File: src/rtl/flow_slot_fifo.sv
// rtl/flow_slot_fifo.sv - per-flow slot-ID FIFO with occupancy and overflow reporting
// Define FLOW_SLOT_FIFO_OVF_STICKY_EN for a sticky overflow error; default is a one-cycle pulse.
module flow_slot_fifo #(
    parameter int DATA_WIDTH = 8,
    parameter int LOG_DEPTH  = 3
) (
    input  logic                  clk,
    input  logic                  resetn,
    input  logic                  clear,
    input  logic                  push_en,
    input  logic [DATA_WIDTH-1:0] push_data,
    input  logic                  pop_enable,
    output logic                  pop_valid,
    output logic [DATA_WIDTH-1:0] pop_data,
    output logic [LOG_DEPTH-1:0]  pop_dw,
    output logic                  error
);
    localparam int DEPTH = 1 << LOG_DEPTH;
    localparam logic [LOG_DEPTH-1:0] FULL_COUNT = '1;

    logic [DATA_WIDTH-1:0] mem [DEPTH];
    logic [LOG_DEPTH-1:0]  wr_ptr;
    logic [LOG_DEPTH-1:0]  rd_ptr;
    logic [LOG_DEPTH-1:0]  count;
    logic                  full;
    logic                  empty;
    logic                  do_push;
    logic                  do_pop;
    logic                  drop;

    assign full    = (count == FULL_COUNT);
    assign empty   = (count == '0);
    assign do_pop  = pop_enable && !empty;
    // A pop in the same cycle frees a slot, so a push while full still lands.
    assign do_push = push_en && (!full || do_pop);
    assign drop    = push_en && full && !do_pop;
    assign pop_dw  = count;

    always_ff @(posedge clk) begin
        if (do_push && !clear) begin
            mem[wr_ptr] <= push_data;
        end
    end

    always_ff @(posedge clk or negedge resetn) begin
        if (!resetn) begin
            wr_ptr    <= '0;
            rd_ptr    <= '0;
            count     <= '0;
            pop_valid <= 1'b0;
            pop_data  <= '0;
        end else if (clear) begin
            wr_ptr    <= '0;
            rd_ptr    <= '0;
            count     <= '0;
            pop_valid <= 1'b0;
        end else begin
            pop_valid <= do_pop;
            if (do_push) begin
                wr_ptr <= wr_ptr + 1'b1;
            end
            if (do_pop) begin
                rd_ptr   <= rd_ptr + 1'b1;
                pop_data <= mem[rd_ptr];
            end
            case ({do_push, do_pop})
                2'b10:   count <= count + 1'b1;
                2'b01:   count <= count - 1'b1;
                default: count <= count;
            endcase
        end
    end

    always_ff @(posedge clk or negedge resetn) begin
        if (!resetn) begin
            error <= 1'b0;
        end else if (clear) begin
            error <= 1'b0;
        end else begin
`ifdef FLOW_SLOT_FIFO_OVF_STICKY_EN
            if (drop) begin
                error <= 1'b1;
            end
`else
            error <= drop;
`endif
        end
    end
endmodule

File: config.mk
export PLATFORM = sky130hd
export DESIGN_NAME = flow_slot_fifo
export DESIGN_NICKNAME = d
export VERILOG_FILES = /design/src/rtl/flow_slot_fifo.sv
export SDC_FILE = /design/constraint.sdc
export NUM_CORES = 1
export LEC_CHECK = 0
export BUFFER_PORTS_ARGS = -buffer_cell sky130_fd_sc_hd__buf_2
export CORE_MARGIN = 1.5
export CORE_UTILIZATION = 40
export CTS_BUF_LIST = sky130_fd_sc_hd__clkbuf_4
export DETAILED_ROUTE_END_ITERATION = 10
export GPL_ROUTABILITY_DRIVEN = 0
export PLACE_DENSITY_LB_ADDON = 0.15
export SYNTH_ARGS = -nofsm -noshare
export SYNTH_HDL_FRONTEND = slang
export SYNTH_SLANG_ARGS = --single-unit
File: constraint.sdc
create_clock -name clk -period 3.2 [get_ports clk]
set_clock_uncertainty 0.1 [all_clocks]
set_input_delay 0 -clock clk [delete_from_list [all_inputs] [get_ports clk]]
set_output_delay 0 -clock clk [all_outputs]
set_load 0.1 [all_outputs]
==> results of run 1 <==
-- sequential cells by signal, indices dropped and copies added, names as in the netlist --
signal / cells
wr_ptr: 3
mem: 64
pop_data: 8
rd_ptr: 3
pop_dw: 3
pop_valid: 1
error: 1
-- power groups by stage --
| stage | logic, W | registers, W | clock network, W |
|---|---|---|---|
| finish | 0.00107 | 0.00137 | 0.000516 |
| global route | 0.00115 | 0.00138 | 0.000577 |
| CTS | 0.00108 | 0.00137 | 0.000538 |
| detailed placement | 0.00106 | 0.00140 | 0 |
| global placement | 0.00105 | 0.00139 | 0 |
| floorplan | 0.000438 | 0.00181 | 0 |
-- through the flow --
step | total power, W | util | worst slack, ps | cell area [um2]
5_1_grt | 0.00311 | 0.477 | 317 | 3940
3_5_place_dp | 0.00246 | 0.447 | 967 | 3690
4_1_cts | 0.00299 | 0.477 | 451 | 3940
6_report | 0.00296 | 0.477 | 473 | 3940
2_1_floorplan | 0.00225 | - | 410 | 3440
3_3_place_gp | 0.00244 | 0.447 | 1010 | 3690
-- path summary, 6_finish.rpt --
kind	start	endpoint	slack, ps	depth (start not counted)
worst min-delay path	push_data[5]	mem[2][5]	270	2
worst min register to register	pop_data[6]	pop_data[6]	420	2
min in group asynchronous	resetn	pop_data[5]	720	3
worst max register to register	pop_dw[1]	pop_dw[1]	470	8
max in group asynchronous	resetn	rd_ptr[0]	1590	3
worst max-delay path	pop_dw[1]	pop_dw[1]	470	8
-- routing by layer --
layer | GRT usage | vias up
li1 | - | 958
met1 | 0.230 | 971
met2 | 0.261 | 32
met3 | 0.0261 | 9
met4 | 0.0699 | 0
met5 | 0 | -
-- synthesized netlist by cell type --
cell type,instances,area share
a21oi_1,1,0.0015
a22o_1,1,0.0025
a22oi_1,16,0.035
a31oi_4,1,0.0062
a41oi_1,1,0.0025
and2_1,2,0.0036
and2_4,1,0.0025
and3_1,1,0.0018
buf_1,3,0.0033
buf_2,5,0.0073
buf_6,1,0.0033
clkbuf_1,3,0.0033
dfrtp_1,19,0.14
edfxtp_1,64,0.56
fa_1,1,0.0058
ha_1,2,0.0073
inv_1,1,0.0011
mux2_1,2,0.0065
mux2i_1,34,0.099
nand2_1,11,0.012
nand2b_1,2,0.0036
nand3_1,11,0.016
nand3b_1,1,0.0022
nand4b_4,1,0.0069
nor2_1,20,0.022
nor2b_1,6,0.011
nor3_1,3,0.0044
o21ai_0,11,0.016
o31ai_4,1,0.0062
xnor2_1,2,0.0051
xor2_1,2,0.0051
-- cell type report --
cell class,count,area share
clock inverters,7,0.0108
well taps,105,0.0333
inverters,1,0.000953
repair buffers,46,0.0807
multi-input cells,134,0.248
flip-flops and latches,83,0.609
clock buffers,9,0.0171
-- logic make-up (layout without fill, tap and decap cells) --
group,count (synthesis),in the layout
DFF,83,83
and+or+nand+nor,59,59
muxes,36,36
AOI/OAI and AO/OA,32,32
buffers and inverters,13,63
xor gates and xnor gates,4,4
adders and majority gates,3,3
==> impl_metrics.tcl, run 1 <==
set metrics [dict create \
    met3_length_um 249 \
    critPathLaunchType "register" \
    htree_levels 3 \
    die-height_um 95.7 \
    slowest_delay_ps 560 \
    ant_nets 0 \
    nFillCells 758 \
    clk_pin_slew_worst_paths_ps 140 \
    dp_hpwl_um 4270 \
    rows 33 \
    syn_area_um2 3440 \
    final.period_utilization 0.852 \
    final_cell_mix "edfxtp_1, mux2i_1, buf_2" \
    met1_length_um 3220 \
    setup_tns_ps 0 \
    fmax_mhz 367 \
    crit_type "reg -> reg" \
    pin_count 26 \
    synth_compound_area_frac 0.0699 \
    cts-root-buf "clkbuf_4" \
    register_area_um2 2400 \
    core_area_um2 8260 \
    final_cells 385 \
    start_util 0.416 \
    p_comb_frac 0.363 \
    synthMuxAreaShare 0.106 \
    synth_fp_nets 246 \
    layout_commonest_cell "edfxtp_1" \
    yosysSeqAreaShare 0.697 \
    n_antenna_cell 0 \
    io_buffers 25 \
    clk_latency_ps 430 \
    end_kind "register" \
    dr_wl_met2_um 3300 \
    ctsResizeCount 0 \
    synth_fa_ha_area_frac 0.0131 \
    ctsHoldBuffers 14 \
    cts_setup_buffers 0 \
    drt-total-wl_um 6870 \
    drc 0 \
    dieArea_um2 9160 \
    yosys.cell_types.count 31 \
    clock_path_buffers 2 \
    pwr-share-clk 0.175 \
    cpMaxStageDelayCell "dlygate4sd3_1" \
    hold_ws_ps 269 \
    slew_viol_final 0 \
    numCtsBuffers 9 \
    track_usage 0.166 \
    cp_num_buf_inv 1 \
    drt_iter0_markers 94 \
    syn_avg_cell_area_um2 14.9 \
    slew_headroom 0.321 \
    num_vias 1970 \
    syn_inst 230 \
    synth_xor_area_frac 0.0102 \
    grt_overflow 0 \
    synth_top_family_by_area "multiplexers" \
    top_layer "met4" \
    grt_pass1_vias 1957 \
    min_period_ps 2730 \
    crit_arrival_ps 3000 \
    cts_tree "built" \
    antenna_found_initial 0 \
    rsz0062_at_grt "false" \
    power.density_nw_per_um2 750 \
    p_sw_frac 0.423 \
    yosysWarnings 0 \
    dieWidth_um 95.7 \
    tightest_slew_ps 1020 \
    seqPwrFrac 0.462 \
    crit_chain "o31ai_4, nor2_1, fa_1, nor2b_1, and2_1, o21ai_0, a41oi_1, dlygate4sd3_1" \
    place_inst 355 \
    post_drt_via_cell_ratio 5.12 \
    critPathMaxFanout 7 \
    yosys.area_share.simple 0.0859 \
    setup_viol 0 \
    status "completed" \
    areaGrowthSynthToFinish_pct 14.6 \
    cp_top_family "compound AO/OA/AOI/OAI gates" \
    p_int_w 0.00171 \
    nets 291 \
    p_leak_nw 1.44 \
    drive_gt1_frac 0.182 \
    p_sw_w 0.00125 \
    grt_pass1_wl_um 10600 \
    multiInputGateArea_um2 978 \
    worst_ir_drop_vdd_uv 254 \
    holdCritPathClass "in -> reg" \
    first_pass_iters 4 \
    ys_ff_latch 83 \
    hold_viol_final 0 \
    grt_max_degree 22 \
    maxCapViolations 0 \
    routedWlPerCell_um 17.8 \
    clock-sinks 83 \
    required_ps 3470 \
]
Note: power is estimated with default switching activity, not from simulation.
==> inputs of run 2 (changes only) <==
--- a/config.mk
+++ b/config.mk
@@ -7,7 +7,7 @@
 export LEC_CHECK = 0
 export BUFFER_PORTS_ARGS = -buffer_cell sky130_fd_sc_hd__buf_2
 export CORE_MARGIN = 1.5
-export CORE_UTILIZATION = 40
+export CORE_UTILIZATION = 55
 export CTS_BUF_LIST = sky130_fd_sc_hd__clkbuf_4
 export DETAILED_ROUTE_END_ITERATION = 10
 export GPL_ROUTABILITY_DRIVEN = 0
==> impl_metrics.tcl, run 2 (synthesis gave the netlist of run 1 again) <==
set metrics [dict create \
    largest_register_ffs 64 \
    critPathMaxFanout 16 \
    pin_count 26 \
    cts_tree "built" \
    maxCapViolations 0 \
    start_util 0.574 \
    register_area_um2 2400 \
    critPathLaunchType "register" \
    ctsHoldBuffers 14 \
    slew_headroom 0.387 \
    status "completed" \
    fmax_mhz 333 \
    required_ps 3470 \
    crit_arrival_ps 3270 \
    setup_tns_ps 0 \
    end_kind "register" \
    areaGrowthSynthToFinish_pct 14.8 \
    hold_viol_final 0 \
    largestRegisters "mem (64), pop_data (8)" \
    num_vias 1969 \
    crit_type "reg -> reg" \
    top_register "mem" \
    rrSetupSlack_ps 200 \
    io_buffers 25 \
    nFillCells 421 \
    layout_commonest_cell "edfxtp_1" \
    rows 28 \
    worst_ir_drop_vdd_uv 763 \
    min_period_ps 3000 \
    drt_iter0_markers 124 \
    htree_levels 3 \
    final_cells 355 \
    cts-root-buf "clkbuf_4" \
    cts_setup_buffers 0 \
    holdCritPathClass "in -> reg" \
    core_area_um2 5990 \
    clk_latency_ps 420 \
    multiInputGateArea_um2 978 \
    grt_overflow 0 \
    p_int_w 0.00187 \
    seqPwrFrac 0.454 \
    place_inst 325 \
    dieWidth_um 82.1 \
    routedWlPerCell_um 17.5 \
    pwr-share-clk 0.212 \
    clock-sinks 83 \
    post_drt_via_cell_ratio 5.55 \
    p_sw_frac 0.395 \
    die-height_um 82.1 \
    n_antenna_cell 0 \
    final.period_utilization 0.938 \
    rsz0062_at_grt "false" \
    antenna_found_initial 0 \
    final_cell_mix "edfxtp_1, mux2i_1, buf_2" \
    dieArea_um2 6730 \
    grt_pass1_vias 1822 \
    p_comb_frac 0.334 \
    first_pass_iters 4 \
    drive_gt1_frac 0.186 \
    dp_hpwl_um 3920 \
    grt_pass1_wl_um 9560 \
    ctsResizeCount 0 \
    numCtsBuffers 9 \
    drt-total-wl_um 6210 \
    slew_viol_final 0 \
    nets 291 \
    track_usage 0.210 \
    tightest_slew_ps 915 \
    clk_pin_slew_worst_paths_ps 130 \
    p_leak_nw 1.47 \
    power.density_nw_per_um2 784 \
    p_sw_w 0.00122 \
    clock_path_buffers 2 \
    setup_viol 0 \
    grt_max_degree 29 \
    drc 0 \
    ant_nets 0 \
]
run 2: cell types whose count changed in the layout (fill, tap and decap cells not counted), sizes merged:
cell	before	now
clkinv	5	3
bufinv	0	2
clkbuf	9	10
inv	2	1
run 2: layout make-up:
cell class	count	area share
Clock buffer	10	0.0190
Clock inverter	6	0.0206
Sequential cell	83	0.607
Timing Repair Buffer	46	0.0805
Inverter	1	0.000951
Multi-Input combinational cell	134	0.248
Tap cell	75	0.0238
run 2: path summary, 6_finish.rpt:
kind / to / cells after the start / start
max: pop_dw[1] / 9 / pop_dw[1]
min: mem[5][2] / 2 / push_data[2]
max reg2reg: pop_dw[1] / 9 / pop_dw[1]
min reg2reg: pop_data[5] / 2 / pop_data[5]
max in group asynchronous: rd_ptr[0] / 3 / resetn
min in group asynchronous: pop_data[4] / 3 / resetn
run 2: routing by layer:
layer	GRT usage	wire length, um
met1	0.277	2830
met2	0.334	2940
met3	0.0433	309
met4	0.0966	129
met5	0	0
run 2: worst max-delay path: stages (launching register included):
cell and delay, ps:
dfrtp_1 530, o31ai_4 280, buf_4 250, nor2_1 100
fa_1 520, nor2b_1 200, and2_1 140, o21ai_0 70
a41oi_1 210, dlygate4sd3_1 560
run 2: power by group through the flow:
stage	registers (W)	clock network [W]	logic [W]
final	0.00141	0.000657	0.00103
after global routing	0.00142	0.000709	0.00110
after CTS	0.00141	0.000667	0.00104
after detailed placement	0.00144	0	0.00101
after global placement	0.00143	0	0.00100
after floorplan	0.00181	0	0.000438
run 2: through the flow:
| stage | power, W | util | hold WS, ps | cell area [um2] | setup WS (ps) |
|---|---|---|---|---|---|
| final | 0.00310 | 0.659 | 274 | 3950 | 200 |
| after global routing | 0.00323 | 0.659 | 265 | 3950 | 23.8 |
| after CTS | 0.00311 | 0.659 | 250 | 3950 | 212 |
| after detailed placement | 0.00245 | 0.610 | -134 | 3650 | 734 |
| after global placement | 0.00243 | 0.610 | -135 | 3650 | 798 |
| after floorplan | 0.00225 | - | -396 | 3440 | 410 |
==> inputs of run 3 (changes only) <==
--- a/config.mk
+++ b/config.mk
@@ -5,13 +5,14 @@
 export SDC_FILE = /design/constraint.sdc
 export NUM_CORES = 1
 export LEC_CHECK = 0
+export ABC_AREA = 1
 export BUFFER_PORTS_ARGS = -buffer_cell sky130_fd_sc_hd__buf_2
 export CORE_MARGIN = 1.5
 export CORE_UTILIZATION = 55
 export CTS_BUF_LIST = sky130_fd_sc_hd__clkbuf_4
 export DETAILED_ROUTE_END_ITERATION = 10
 export GPL_ROUTABILITY_DRIVEN = 0
-export PLACE_DENSITY_LB_ADDON = 0.15
+export PLACE_DENSITY = 0.74
 export SYNTH_ARGS = -nofsm -noshare
 export SYNTH_HDL_FRONTEND = slang
 export SYNTH_SLANG_ARGS = --single-unit
==> impl_metrics.tcl, run 3 <==
set metrics [dict create \
    n_antenna_cell 0 \
    crit_type "reg -> reg" \
    synth_edf_count 64 \
    worst_r2r_path_depth 5 \
    rsz0062_at_grt "false" \
    setup_viol 0 \
    synth_top_area_cell "edfxtp_1" \
    nets 358 \
    slew_headroom 0.447 \
    numCtsBuffers 9 \
    rows 28 \
    clock_path_buffers 2 \
    status "completed" \
    synth_commonest_cells "nor2_1, edfxtp_1, nand2_1" \
    drive_gt1_frac 0.147 \
    dp_hpwl_um 4850 \
    syn_avg_cell_area_um2 11.4 \
    synth_most_common_cell "nor2_1" \
    final_cell_mix "nor2_1, edfxtp_1, nand2_1" \
    yosysWarnings 0 \
    grt_pass1_wl_um 11300 \
    critPathLaunchType "register" \
    yosys.cell_types.count 24 \
    r2r-start "pop_dw[0]" \
    rrSetupSlack_ps 1070 \
    grt_overflow 0 \
    crit_arrival_ps 2110 \
    final_util 0.641 \
    areaGrowthSynthToFinish_pct 11.0 \
    maxCapViolations 0 \
    hold_ws_ps 328 \
    cpMostUsedCell "nand2_1" \
    tightest_slew_ps 827 \
    critical_path.startpoint "pop_dw[0]" \
    largestRegisters "mem (64), pop_data (8)" \
    synth_top_area_frac 0.556 \
    endpoint "mem[0][1]" \
    async_reset_ff_frac 0.229 \
    grt_max_degree 35 \
    hold_viol_final 0 \
    crit_chain "nand4_1, nand2_1, nor2_2, nand2_1, nor2_1" \
    yosysSeqAreaShare 0.693 \
    slew_viol_final 0 \
    holdCritPathClass "in -> reg" \
    critPathMaxFanout 8 \
    syn_area_um2 3460 \
    post_drt_via_cell_ratio 5.58 \
    drt-total-wl_um 7270 \
    largest_register_ffs 64 \
    finalInstanceArea_um2 3840 \
    end_kind "register" \
    htree_levels 3 \
    synth.area.top_cells "edfxtp_1, dfrtp_1, nor2_1, nand3_1, o21ai_0" \
    place_area_um2 3570 \
    power.density_nw_per_um2 770 \
    synth_fp_nets 319 \
    clk_latency_ps 420 \
    final.period_utilization 0.667 \
    ys_ff_latch 83 \
    die-height_um 82.3 \
    cpMaxStageDelayCell "nor2_1" \
    layout_commonest_cell "nor2_1" \
    dieWidth_um 82.3 \
    p_leak_nw 1.51 \
    clk_pin_slew_worst_paths_ps 130 \
    pin_count 26 \
    core_area_um2 5990 \
    cp_top_family "simple AND/OR/NAND/NOR gates" \
    io_buffers 25 \
    start_util 0.577 \
    track_usage 0.242 \
    drt_iter0_markers 304 \
    ctsResizeCount 0 \
    min_period_ps 2130 \
    top_register "mem" \
    syn_inst 303 \
    grt_pass1_vias 2193 \
    cts-root-buf "clkbuf_4" \
    ctsHoldBuffers 14 \
    num_vias 2355 \
    dieArea_um2 6770 \
    antenna_found_initial 0 \
    cts_setup_buffers 0 \
    p_total_w 0.00296 \
    r2r_end "mem[0][1]" \
    cts_tree "built" \
    drc 0 \
    worst_ir_drop_vdd_uv 630 \
    cp_num_buf_inv 0 \
    first_pass_iters 7 \
    fmax_mhz 468 \
    ant_nets 0 \
    required_ps 3170 \
    routedWlPerCell_um 17.2 \
    worstSetupPathDepth 5 \
    setup_tns_ps 0 \
    synth_ff_type "edfxtp_1" \
    clock-sinks 83 \
    slowest_delay_ps 590 \
]
[run 3: cell types whose count changed in the layout (fill, tap and decap cells not counted), moves of 16 or more]
cell     previous run  this run
nor2_1             20        73
mux2i_1            34         0
o21ai_0            11        30
a22oi_1            16         0
nand3_1            11        31
nand2_1            11        35
[run 3: final cells by class]
type                    count  area, um2
inverters                  14       55.1
flip-flops and latches     83       2400
clock buffers              10       75.1
well taps                  75       93.8
repair buffers             40        273
clock inverters             6       57.6
fillers                   475       2150
multi-input cells         194        890
[run 3: worst min-delay path by stage]
stage	start	to	slack, ps	cells past startpoint
5_1_grt	push_data[0]	mem[2][0]	310	2
3_3_place_gp	resetn	pop_dw[0]	-150	1
2_1_floorplan	resetn	error	-400	0
3_5_place_dp	resetn	pop_dw[1]	-140	1
4_1_cts	clear	pop_valid	310	3
6_report	push_data[1]	mem[5][1]	330	2
[run 3: cell families after synthesis]
logic type                 count (synthesis)  synth area share
buffers and inverters                     26            0.0499
adders and majority gates                  3            0.0130
DFF                                       83             0.693
xor gates and xnor gates                   1           0.00253
and+or+nand+nor                          149             0.182
AOI/OAI and AO/OA                         41            0.0593
[run 3: per-layer routing]
layer / part of all wire / wire length, um / global-route usage / vias up
li1: - / - / - / 1119
met1: 0.44 / 3210 / 0.340 / 1105
met2: 0.46 / 3330 / 0.363 / 116
met3: 0.083 / 601 / 0.0703 / 15
met4: 0.018 / 129 / 0.0797 / 0
met5: 0 / 0 / 0 / -
[run 3: metrics by stage]
step / instances / setup slack, ps
2_1_floorplan: 303 / 834
3_3_place_gp: 392 / 1150
3_5_place_dp: 392 / 1060
4_1_cts: 422 / 1040
5_1_grt: 422 / 910
6_report: 422 / 1070
[run 3: power breakdown]
part	switching [W]	leakage, nW	internal [W]
combinational	0.000831	0.612	0.000211
sequential	0.0000820	0.826	0.00125
clock	0.000345	0.0759	0.000242
total	0.00126	1.51	0.00170
